File: src/rtl/rvl_pkg.sv
// rtl/rvl_pkg.sv - shared types and constants for the RISC-V-lite fetch stage
package rvl_pkg;

    localparam int          XLEN      = 32;
    localparam logic [31:0] NOP_INSTR = 32'h0000_0013;

    typedef enum logic [1:0] {
        IDLE,
        REQ,
        WAIT,
        DISCARD
    } fetch_state_e;

    typedef struct packed {
        logic [XLEN-1:0] instr;
        logic [XLEN-1:0] pc;
    } fetch_entry_t;

endpackage

File: src/rtl/fetch_fifo.sv
// rtl/fetch_fifo.sv - instruction buffer of fetch entries; flush wins over push and pop
module fetch_fifo import rvl_pkg::*; #(
    parameter int DEPTH = 2
) (
    input  logic                     clk,
    input  logic                     rst,
    input  logic                     push,
    input  fetch_entry_t             push_data,
    input  logic                     pop,
    input  logic                     flush,
    output fetch_entry_t             head,
    output logic                     empty,
    output logic                     full,
    output logic [$clog2(DEPTH):0]   count
);

    localparam int AW = $clog2(DEPTH);

    fetch_entry_t    mem_q [DEPTH];
    logic [AW-1:0]   wr_ptr_q, wr_ptr_d;
    logic [AW-1:0]   rd_ptr_q, rd_ptr_d;
    logic [AW:0]     count_q, count_d;
    logic            wr_en;
    logic            rd_en;

    always_comb begin
        empty    = (count_q == '0);
        full     = (count_q == (AW+1)'(DEPTH));
        wr_en    = push && !flush && (!full || pop);
        rd_en    = pop && !flush && !empty;
        wr_ptr_d = wr_ptr_q;
        rd_ptr_d = rd_ptr_q;
        count_d  = count_q;
        if (flush) begin
            wr_ptr_d = '0;
            rd_ptr_d = '0;
            count_d  = '0;
        end else begin
            if (wr_en) wr_ptr_d = wr_ptr_q + AW'(1);
            if (rd_en) rd_ptr_d = rd_ptr_q + AW'(1);
            count_d = count_q + (AW+1)'(wr_en) - (AW+1)'(rd_en);
        end
    end

    always_ff @(posedge clk or negedge rst) begin
        if (!rst) begin
            wr_ptr_q <= '0;
            rd_ptr_q <= '0;
            count_q  <= '0;
        end else begin
            wr_ptr_q <= wr_ptr_d;
            rd_ptr_q <= rd_ptr_d;
            count_q  <= count_d;
        end
    end

    // Storage needs no reset: entries are only visible once counted.
    always_ff @(posedge clk) begin
        if (wr_en) mem_q[wr_ptr_q] <= push_data;
    end

    assign head  = mem_q[rd_ptr_q];
    assign count = count_q;

endmodule

File: src/rtl/fetch_unit.sv
// rtl/fetch_unit.sv - instruction fetch stage; optional FETCH_PERF_EN adds perf counters
module fetch_unit import rvl_pkg::*; #(
    parameter int               nbits      = 32,
    parameter logic [nbits-1:0] BOOT_ADDR  = '0,
    parameter int               FIFO_DEPTH = 2
) (
    input  logic             clk,
    input  logic             rst,
    output logic             imem_req,
    output logic [nbits-1:0] imem_addr,
    input  logic             imem_gnt,
    input  logic             imem_rvalid,
    input  logic [nbits-1:0] imem_rdata,
    input  logic             redirect_en,
    input  logic [nbits-1:0] redirect_pc,
    input  logic             id_ready,
`ifdef FETCH_PERF_EN
    output logic [31:0]      perf_fetch_cnt,
    output logic [31:0]      perf_stall_cnt,
`endif
    output logic             if_valid,
    output logic [nbits-1:0] IR_OUT,
    output logic [nbits-1:0] PC_OUT,
    output logic [nbits-1:0] NPC_OUT
);

    localparam int CW = $clog2(FIFO_DEPTH) + 1;

    fetch_state_e     fsm_q, fsm_d;
    logic [nbits-1:0] fetch_pc_q, fetch_pc_d;
    logic [nbits-1:0] req_pc_q, req_pc_d;
    logic             outstanding_q, outstanding_d;
    fetch_entry_t     shown_q, shown_d;

    fetch_entry_t     fifo_head;
    fetch_entry_t     push_entry;
    logic             fifo_empty;
    logic             unused_fifo_full;
    logic             unused_redirect_lsbs;
    logic [CW-1:0]    fifo_count;
    logic [CW:0]      used;
    logic             has_space;
    logic             pop;
    logic             push;

    assign unused_redirect_lsbs = ^redirect_pc[1:0];

    fetch_fifo #(.DEPTH(FIFO_DEPTH)) u_fifo (
        .clk       (clk),
        .rst       (rst),
        .push      (push),
        .push_data (push_entry),
        .pop       (pop),
        .flush     (redirect_en),
        .head      (fifo_head),
        .empty     (fifo_empty),
        .full      (unused_fifo_full),
        .count     (fifo_count)
    );

    always_comb begin
        if_valid = !fifo_empty;
        pop      = if_valid && id_ready;
        // A same-cycle rvalid moves an entry from outstanding into the FIFO, so it nets out.
        used      = {1'b0, fifo_count} + (CW+1)'(outstanding_q) - (CW+1)'(pop);
        has_space = (used < (CW+1)'(FIFO_DEPTH));
    end

    always_comb begin
        fsm_d            = fsm_q;
        fetch_pc_d       = fetch_pc_q;
        req_pc_d         = req_pc_q;
        outstanding_d    = outstanding_q;
        imem_req         = 1'b0;
        push             = 1'b0;
        push_entry.instr = imem_rdata;
        push_entry.pc    = req_pc_q;

        case (fsm_q)
            IDLE: fsm_d = REQ;
            REQ: begin
                if (has_space) begin
                    imem_req = 1'b1;
                    if (imem_gnt) begin
                        fetch_pc_d    = fetch_pc_q + nbits'(4);
                        req_pc_d      = fetch_pc_q;
                        outstanding_d = 1'b1;
                        fsm_d         = WAIT;
                    end
                end
            end
            WAIT: begin
                if (imem_rvalid) begin
                    push          = 1'b1;
                    outstanding_d = 1'b0;
                    fsm_d         = REQ;
                    if (has_space) begin
                        imem_req = 1'b1;
                        if (imem_gnt) begin
                            fetch_pc_d    = fetch_pc_q + nbits'(4);
                            req_pc_d      = fetch_pc_q;
                            outstanding_d = 1'b1;
                            fsm_d         = WAIT;
                        end
                    end
                end
            end
            DISCARD: begin
                if (imem_rvalid) begin
                    outstanding_d = 1'b0;
                    fsm_d         = REQ;
                end
            end
            default: fsm_d = IDLE;
        endcase

        // Memory still answers a request granted during a redirect, so that one must be dropped too.
        if (redirect_en) begin
            push          = 1'b0;
            fetch_pc_d    = {redirect_pc[nbits-1:2], 2'b00};
            outstanding_d = (outstanding_q && !imem_rvalid) || (imem_req && imem_gnt);
            fsm_d         = outstanding_d ? DISCARD : REQ;
        end
    end

    always_comb begin
        shown_d = fifo_empty ? shown_q : fifo_head;
    end

    always_ff @(posedge clk or negedge rst) begin
        if (!rst) begin
            fsm_q         <= IDLE;
            fetch_pc_q    <= BOOT_ADDR;
            req_pc_q      <= BOOT_ADDR;
            outstanding_q <= 1'b0;
            shown_q       <= '{instr: NOP_INSTR, pc: '0};
        end else begin
            fsm_q         <= fsm_d;
            fetch_pc_q    <= fetch_pc_d;
            req_pc_q      <= req_pc_d;
            outstanding_q <= outstanding_d;
            shown_q       <= shown_d;
        end
    end

    assign imem_addr = fetch_pc_q;
    assign IR_OUT    = fifo_empty ? shown_q.instr : fifo_head.instr;
    assign PC_OUT    = fifo_empty ? shown_q.pc : fifo_head.pc;
    assign NPC_OUT   = PC_OUT + nbits'(4);

`ifdef FETCH_PERF_EN
    logic [31:0] perf_fetch_q, perf_fetch_d;
    logic [31:0] perf_stall_q, perf_stall_d;

    always_comb begin
        perf_fetch_d = perf_fetch_q + 32'(pop);
        perf_stall_d = perf_stall_q + 32'(if_valid && !id_ready);
    end

    always_ff @(posedge clk or negedge rst) begin
        if (!rst) begin
            perf_fetch_q <= '0;
            perf_stall_q <= '0;
        end else begin
            perf_fetch_q <= perf_fetch_d;
            perf_stall_q <= perf_stall_d;
        end
    end

    assign perf_fetch_cnt = perf_fetch_q;
    assign perf_stall_cnt = perf_stall_q;
`endif

endmodule

File: config.mk
export PLATFORM = sky130hd
export DESIGN_NAME = fetch_unit
export DESIGN_NICKNAME = d
export VERILOG_FILES = /design/src/rtl/rvl_pkg.sv /design/src/rtl/fetch_fifo.sv /design/src/rtl/fetch_unit.sv
export SDC_FILE = /design/constraint.sdc
export NUM_CORES = 1
export LEC_CHECK = 0
export CAP_MARGIN = 40
export CORE_MARGIN = 5
export CORE_UTILIZATION = 30
export CTS_BUF_LIST = sky130_fd_sc_hd__clkbuf_4 sky130_fd_sc_hd__clkbuf_8
export DETAILED_ROUTE_END_ITERATION = 6
export DONT_BUFFER_PORTS = 1
export GPL_TIMING_DRIVEN = 0
export PLACE_DENSITY = 0.46
export SLEW_MARGIN = 10
export SYNTH_ARGS = -nofsm -noshare
export SYNTH_HDL_FRONTEND = slang
export SYNTH_SLANG_ARGS = --single-unit
File: constraint.sdc
create_clock -name clk -period 4.4 [get_ports clk]
set_input_delay 0.88 -clock clk [delete_from_list [all_inputs] [get_ports clk]]
set_output_delay 0.88 -clock clk [all_outputs]
set_load 0.02 [all_outputs]
# Yosys cells after proc, flatten, opt, wreduce, memory -nomap -nowiden
# Memories as Yosys holds them, arrays and structs flattened.
# Index checks and enable logic that the tools add are counted.
[word_totals]
register_bits = 135
latchBits = 0
mem_bits_rw = 128
rom_bits = 0
in_bits = 70
word_cells = 93
mem_count = 1
[classes]
addsub = 8
n_mul = 0
div_mod_pow = 0
n_lt_le_gt_ge = 1
eq_ne = 9
n_shift = 0
mux = 41
bitwise = 0
reduce_logical = 24
[mem_list]
columns = ["name", "words", "width", "rd", "rd_clocked_by_memory_dff", "write_ports", "line_no", "rtl"]
rows = [
  ["u_fifo.mem_q", 2, 64, 1, 0, 1, "fetch_fifo.sv:19", "fetch_entry_t mem_q [DEPTH];"],
]
[op_table]
columns = ["operator", "n"]
rows = [
  ["32-bit 2-to-1 mux", 9],
  ["32-bit one-hot mux with 2 select lines", 2],
  ["32-bit by 3-bit adder with 32-bit output, second input constant", 2],
  ["1-bit 2-to-1 mux", 18],
  ["2-bit 2-to-1 mux", 9],
  ["3-bit inequality test, second input constant", 4],
  ["2-bit one-hot mux with 4 select lines", 1],
  ["1-bit logical AND", 7],
  ["2-bit equality test, second input constant", 3],
  ["2-bit nonzero test", 3],
  ["5-bit AND reduction", 1],
  ["1-bit logical NOT", 4],
  ["2-bit logical NOT", 2],
  ["2-bit AND reduction", 2],
  ["4-bit AND reduction", 1],
  ["4-bit nonzero test", 1],
  ["2-bit by 1-bit adder with 3-bit output", 1],
  ["3-bit by 2-bit < comparator with 1-bit output, second input constant", 1],
  ["1-bit one-hot mux with 3 select lines", 1],
  ["3-bit nonzero test", 1],
  ["3-bit by 1-bit subtractor with 3-bit output", 1],
  ["1-bit adder, second input constant", 2],
  ["2-bit by 1-bit adder with 2-bit output", 1],
  ["2-bit by 1-bit equality test with 1-bit output, second input constant", 1],
  ["other kinds (4)", 5],
]

# Logic depth before layout (Yosys ltp)
[depth]
ltp_word = 12
depth_mapped = 17
ltp_nobuf = 12

# Cells and area by module
# From an unflattened synthesis, not the netlist that was laid out.
[hier_totals]
cells_unflattened = 777
hier_area_um2 = 11144.4
[by_module_without_submodules]
columns = ["mod", "instances", "cells_per_inst", "area_each_um2", "seq_area_each_um2"]
rows = [
  ["fetch_unit", 1, 554, 6306.0, 3181.8],
  ["fetch_fifo", 1, 223, 4838.4, 3943.8],
]

# Least setup slack after synthesis
# Ideal clock, no wire load.
[synth_timing]
path_kind = "input-to-reg"
from = "input port redirect_en"
to = "memory u_fifo.mem_q[0][10] (netlist name) (enable)"
arrival_time_ns = 4.208
t_required_ns = 3.909
setup_slack_ns = -0.298
path_stages = 3
n_path_buf = 1
path_cell_list = "clkbuf_1 > a211oi_1 > nor2b_1"
[synth_between]
elab_chain_cells = 5
elab_cells_between_ends = 6
[synth_rtl]
columns = ["element", "line_no", "rtl"]
rows = [
  ["from (decl)", "fetch_unit.sv:14", "input logic redirect_en,"],
  ["1-bit 2-to-1 mux / 1-bit logical NOT (equally long branches)", "fetch_unit.sv:118, fetch_fifo.sv:29", ""],
  ["1-bit logical AND (*) (2 in a row)", "fetch_fifo.sv:29", "wr_en = push && !flush && (!full || pop);"],
  ["1-bit 2-to-1 mux (*)", "fetch_fifo.sv:59", "if (wr_en) mem_q[wr_ptr_q] <= push_data;"],
  ["1-bit 2-to-1 mux (not written as such) (*)", "fetch_fifo.sv:59", ""],
  ["to (decl)", "fetch_fifo.sv:19", ""],
]
# Every way passes the cells marked *; elsewhere a longest branch is shown, timed or not.

# Worst setup path in the final report
[layout_timing]
from = "register u_fifo.count_q[0], in the netlist u_fifo.count[0]"
to = "output port NPC_OUT[22]"
[layout_between]
elab_chain_cells = 3
[layout_rtl]
columns = ["element", "line_no", "rtl"]
rows = [
  ["from (decl)", "fetch_fifo.sv:22", "logic [AW:0] count_q, count_d;"],
  ["from (signal assigned)", "fetch_fifo.sv:53", "count_q <= count_d;"],
  ["2-bit logical NOT", "fetch_fifo.sv:27", "empty = (count_q == '0);"],
  ["32-bit 2-to-1 mux", "fetch_unit.sv:148", "assign PC_OUT = fifo_empty ? shown_q.pc : fifo_head.pc;"],
  ["net PC_OUT[15]", "fetch_unit.sv:23", "output logic [nbits-1:0] PC_OUT,"],
  ["32-bit by 3-bit adder with 32-bit output", "fetch_unit.sv:149", "assign NPC_OUT = PC_OUT + nbits'(4);"],
  ["to (decl)", "fetch_unit.sv:24", "output logic [nbits-1:0] NPC_OUT"],
]
# The timed path passes the listed nets, and every way through them passes these cells.

==> flow_summary.json <==
{
  "final_util_pct": 36.6,
  "crit_required_ns": 3.52,
  "clk_pin_slew_ns": 0.06,
  "ys_seq_area_share_pct": 65.6,
  "multi_input_area_um2": 3640,
  "period_share_pct": 97.2,
  "coreArea_um2": 34700,
  "io_pins": 200,
  "drc_errors": 0,
  "hold_class": "in -> async",
  "syn-mean-instance-area_um2": 12.6,
  "via_per_inst": 4.62,
  "wire_per_inst_um": 20.1,
  "root_buffer": "clkbuf_8",
  "final_common_cell": "dfrtp_1",
  "dr.max_layer_used": "met4",
  "place_inst": 1315,
  "fillers": 3431,
  "drt_wl_total_um": 28200,
  "hold_violations": 0,
  "maxCapViolations": 0,
  "worstSetupPathType": "reg -> out",
  "status": "finished clean",
  "grtUsageTotal_pct": 14.2,
  "fin_cells": 1404,
  "crit_path_max_fanout": 10,
  "nets": 991,
  "vdd_drop_max_mv": 0.261,
  "slew_viol_final": 0,
  "finalWeightedCongestion": 0.783,
  "regArea_um2": 6960,
  "clk_path_buf_depth": 3,
  "layout_common_cells": "dfrtp_1, edfxtp_1, nand2_1, mux2i_1, clkbuf_8",
  "fmax_mhz": 234,
  "place_ws_ns": -0.259,
  "n_antenna_cell": 0,
  "clock-skew-final_ns": 0.0236,
  "start_util_pct": 30.5,
  "power.leakage_nw": 4.84,
  "grt_pass1_wl_um": 43100,
  "timing.rr.start": "u_fifo.count[0]",
  "grt_start_max_net_pins": 127,
  "setup_viol": 0,
  "grt_pass1_vias": 7039,
  "syn2layout_area_growth_pct": 19.9,
  "met1Wirelength_um": 11500,
  "rsz0062_at_grt": "yes",
  "grt_overflow_total": 0,
  "die_x_um": 198,
  "antenna_found_initial": 1,
  "die_area_um2": 39200,
  "die_h_um": 198,
  "drive_above_1_share_pct": 19.5,
  "synth_cell_types": 49,
  "io_buffers": 0,
  "rows": 68,
  "synthCells": 841,
  "drtPass1Iterations": 5,
  "cts_buffers": 46,
  "place_hpwl_um": 19100,
  "arrival_ns": 3.40,
  "p_per_area_nw_per_um2": 641,
  "wl_met2_um": 13400,
  "design_area_um2": 12700,
  "period_minus_slack_ns": 4.28,
  "end_kind": "output port",
  "ant_nets": 0,
  "max_slew_margin_pct": 41.1,
  "clk-insertion-delay-late_ns": 0.58,
  "cts_htree_levels": 2,
  "tightest_slew_ns": 0.884,
  "synth-seq-cells": 253,
  "place_area_um2": 11400,
  "route.met3.wl_um": 2680,
  "clock_sinks": 253,
  "setup_ws_ns": 0.123,
  "critPathLaunchType": "flip-flop",
  "drt_iter0_markers": 295,
  "ys.warnings.count": 0,
  "syn_area_um2": 10600,
  "vias": 6486,
  "cts_tree": "done",
  "cp-startpoint": "u_fifo.count[0]"
}
==> flip-flops by register name, summed over array words and instances (netlist names) <==
name             count
fsm_q                2
imem_addr           30
outstanding_q        1
req_pc_q            30
shown_q             62
u_fifo.count         2
u_fifo.mem_q       124
u_fifo.rd_ptr_q      1
u_fifo.wr_ptr_q      1
==> power breakdown <==
part,switching [W],internal (W)
Sequential,0.000306,0.00306
Combinational,0.00183,0.000667
Clock,0.000993,0.00130
Total,0.00313,0.00502
==> cell usage after synthesis (all sizes together) <==
master | number | area [µm²]
nand2b | 2 | 12.5
nor3 | 29 | 145
a211oi | 2 | 15.0
and2 | 4 | 25.0
nor2 | 48 | 180
fa | 1 | 20.0
mux2i | 64 | 641
ha | 8 | 100
conb | 1 | 3.75
mux2 | 12 | 139
xnor2 | 26 | 228
a21oi | 55 | 290
clkbuf | 17 | 63.8
and4b | 2 | 21.3
nand2 | 123 | 462
edfxtp | 124 | 3720
nor3b | 1 | 18.8
nand4 | 15 | 128
xor2 | 35 | 307
dfstp | 3 | 78.8
or2 | 1 | 8.76
nor2b | 2 | 12.5
nand3 | 17 | 90.1
a41o | 1 | 10.0
nor4 | 7 | 71.3
buf | 28 | 181
a221oi | 1 | 8.76
nor4b | 3 | 38.8
and3 | 7 | 43.8
dfrtp | 126 | 3150
a21o | 5 | 37.5
inv | 29 | 109
o2bb2ai | 1 | 8.76
o21bai | 2 | 15.0
and4 | 5 | 43.8
o21ai | 34 | 170
==> worst max-delay path, stage by stage (launching register included) <==
cell      delay, ns
dfrtp_1        0.37
buf_6          0.15
or2_4          0.26
buf_12         0.16
a21o_1         0.22
inv_1          0.34
nand4_4        0.29
nand2b_1       0.38
nor4b_4        0.35
xor2_2         0.30
==> metal layers <==
metal	track usage, %	up-vias
met5	0	-
met4	4.06	0
met3	5.51	50
met2	23.5	222
met1	17.4	3136
li1	-	3078
==> final timing paths <==
check                                           end  slack, ns  cells after the start
min in group clk                u_fifo.mem_q[0][63]       0.40                      0
worst max-delay path                    NPC_OUT[22]       0.12                      9
worst max register to register        imem_addr[23]       0.29                     17
worst min register to register  u_fifo.mem_q[0][10]       0.47                      0
max in group asynchronous               shown_q[46]       3.50                      1
worst min-delay path                    shown_q[33]       0.16                      0
==> stage by stage <==
| step | setup TNS (ns) | hold WS, ns | total power [W] |
|---|---|---|---|
| 6_report | 0 | 0.161 | 0.00815 |
| 5_1_grt | 0 | 0.126 | 0.00864 |
| 4_1_cts | -0.130 | 0.115 | 0.00822 |
| 3_5_place_dp | -3.51 | 0.457 | 0.00572 |
| 3_3_place_gp | -64.18 | 0.451 | 0.00562 |
| 2_1_floorplan | 0 | 0.437 | 0.00509 |
==> cells by family after synthesis <==
group | share of synthesized area (%)
other | 0.0354
AO/OA/AOI/OAI | 5.24
buffers and inverters | 3.34
adder cells (fa/ha/maj) | 1.13
AND/OR/NAND/NOR | 12.3
multiplexers | 7.35
flip-flops | 65.6
XOR/XNOR | 5.04
==> what timing repair did <==
item,in CTS,in global routing
gates cloned,0,0
gates resized for setup,43,19
pin swaps,6,10
setup endpoints to repair,45,18
hold endpoints to repair,126,0
hold buffers,1,0
setup buffers,1,3
==> area by class of cell <==
class,count,area share [%]
repair buffers,19,1.76
multi-input cells,519,28.6
flip-flops and latches,253,54.7
plain buffers,44,2.04
well taps,455,4.48
clock inverters,19,1.14
clock buffers,66,6.31
inverters,29,0.945
No activity file was read; power rests on OpenSTA's default activity.
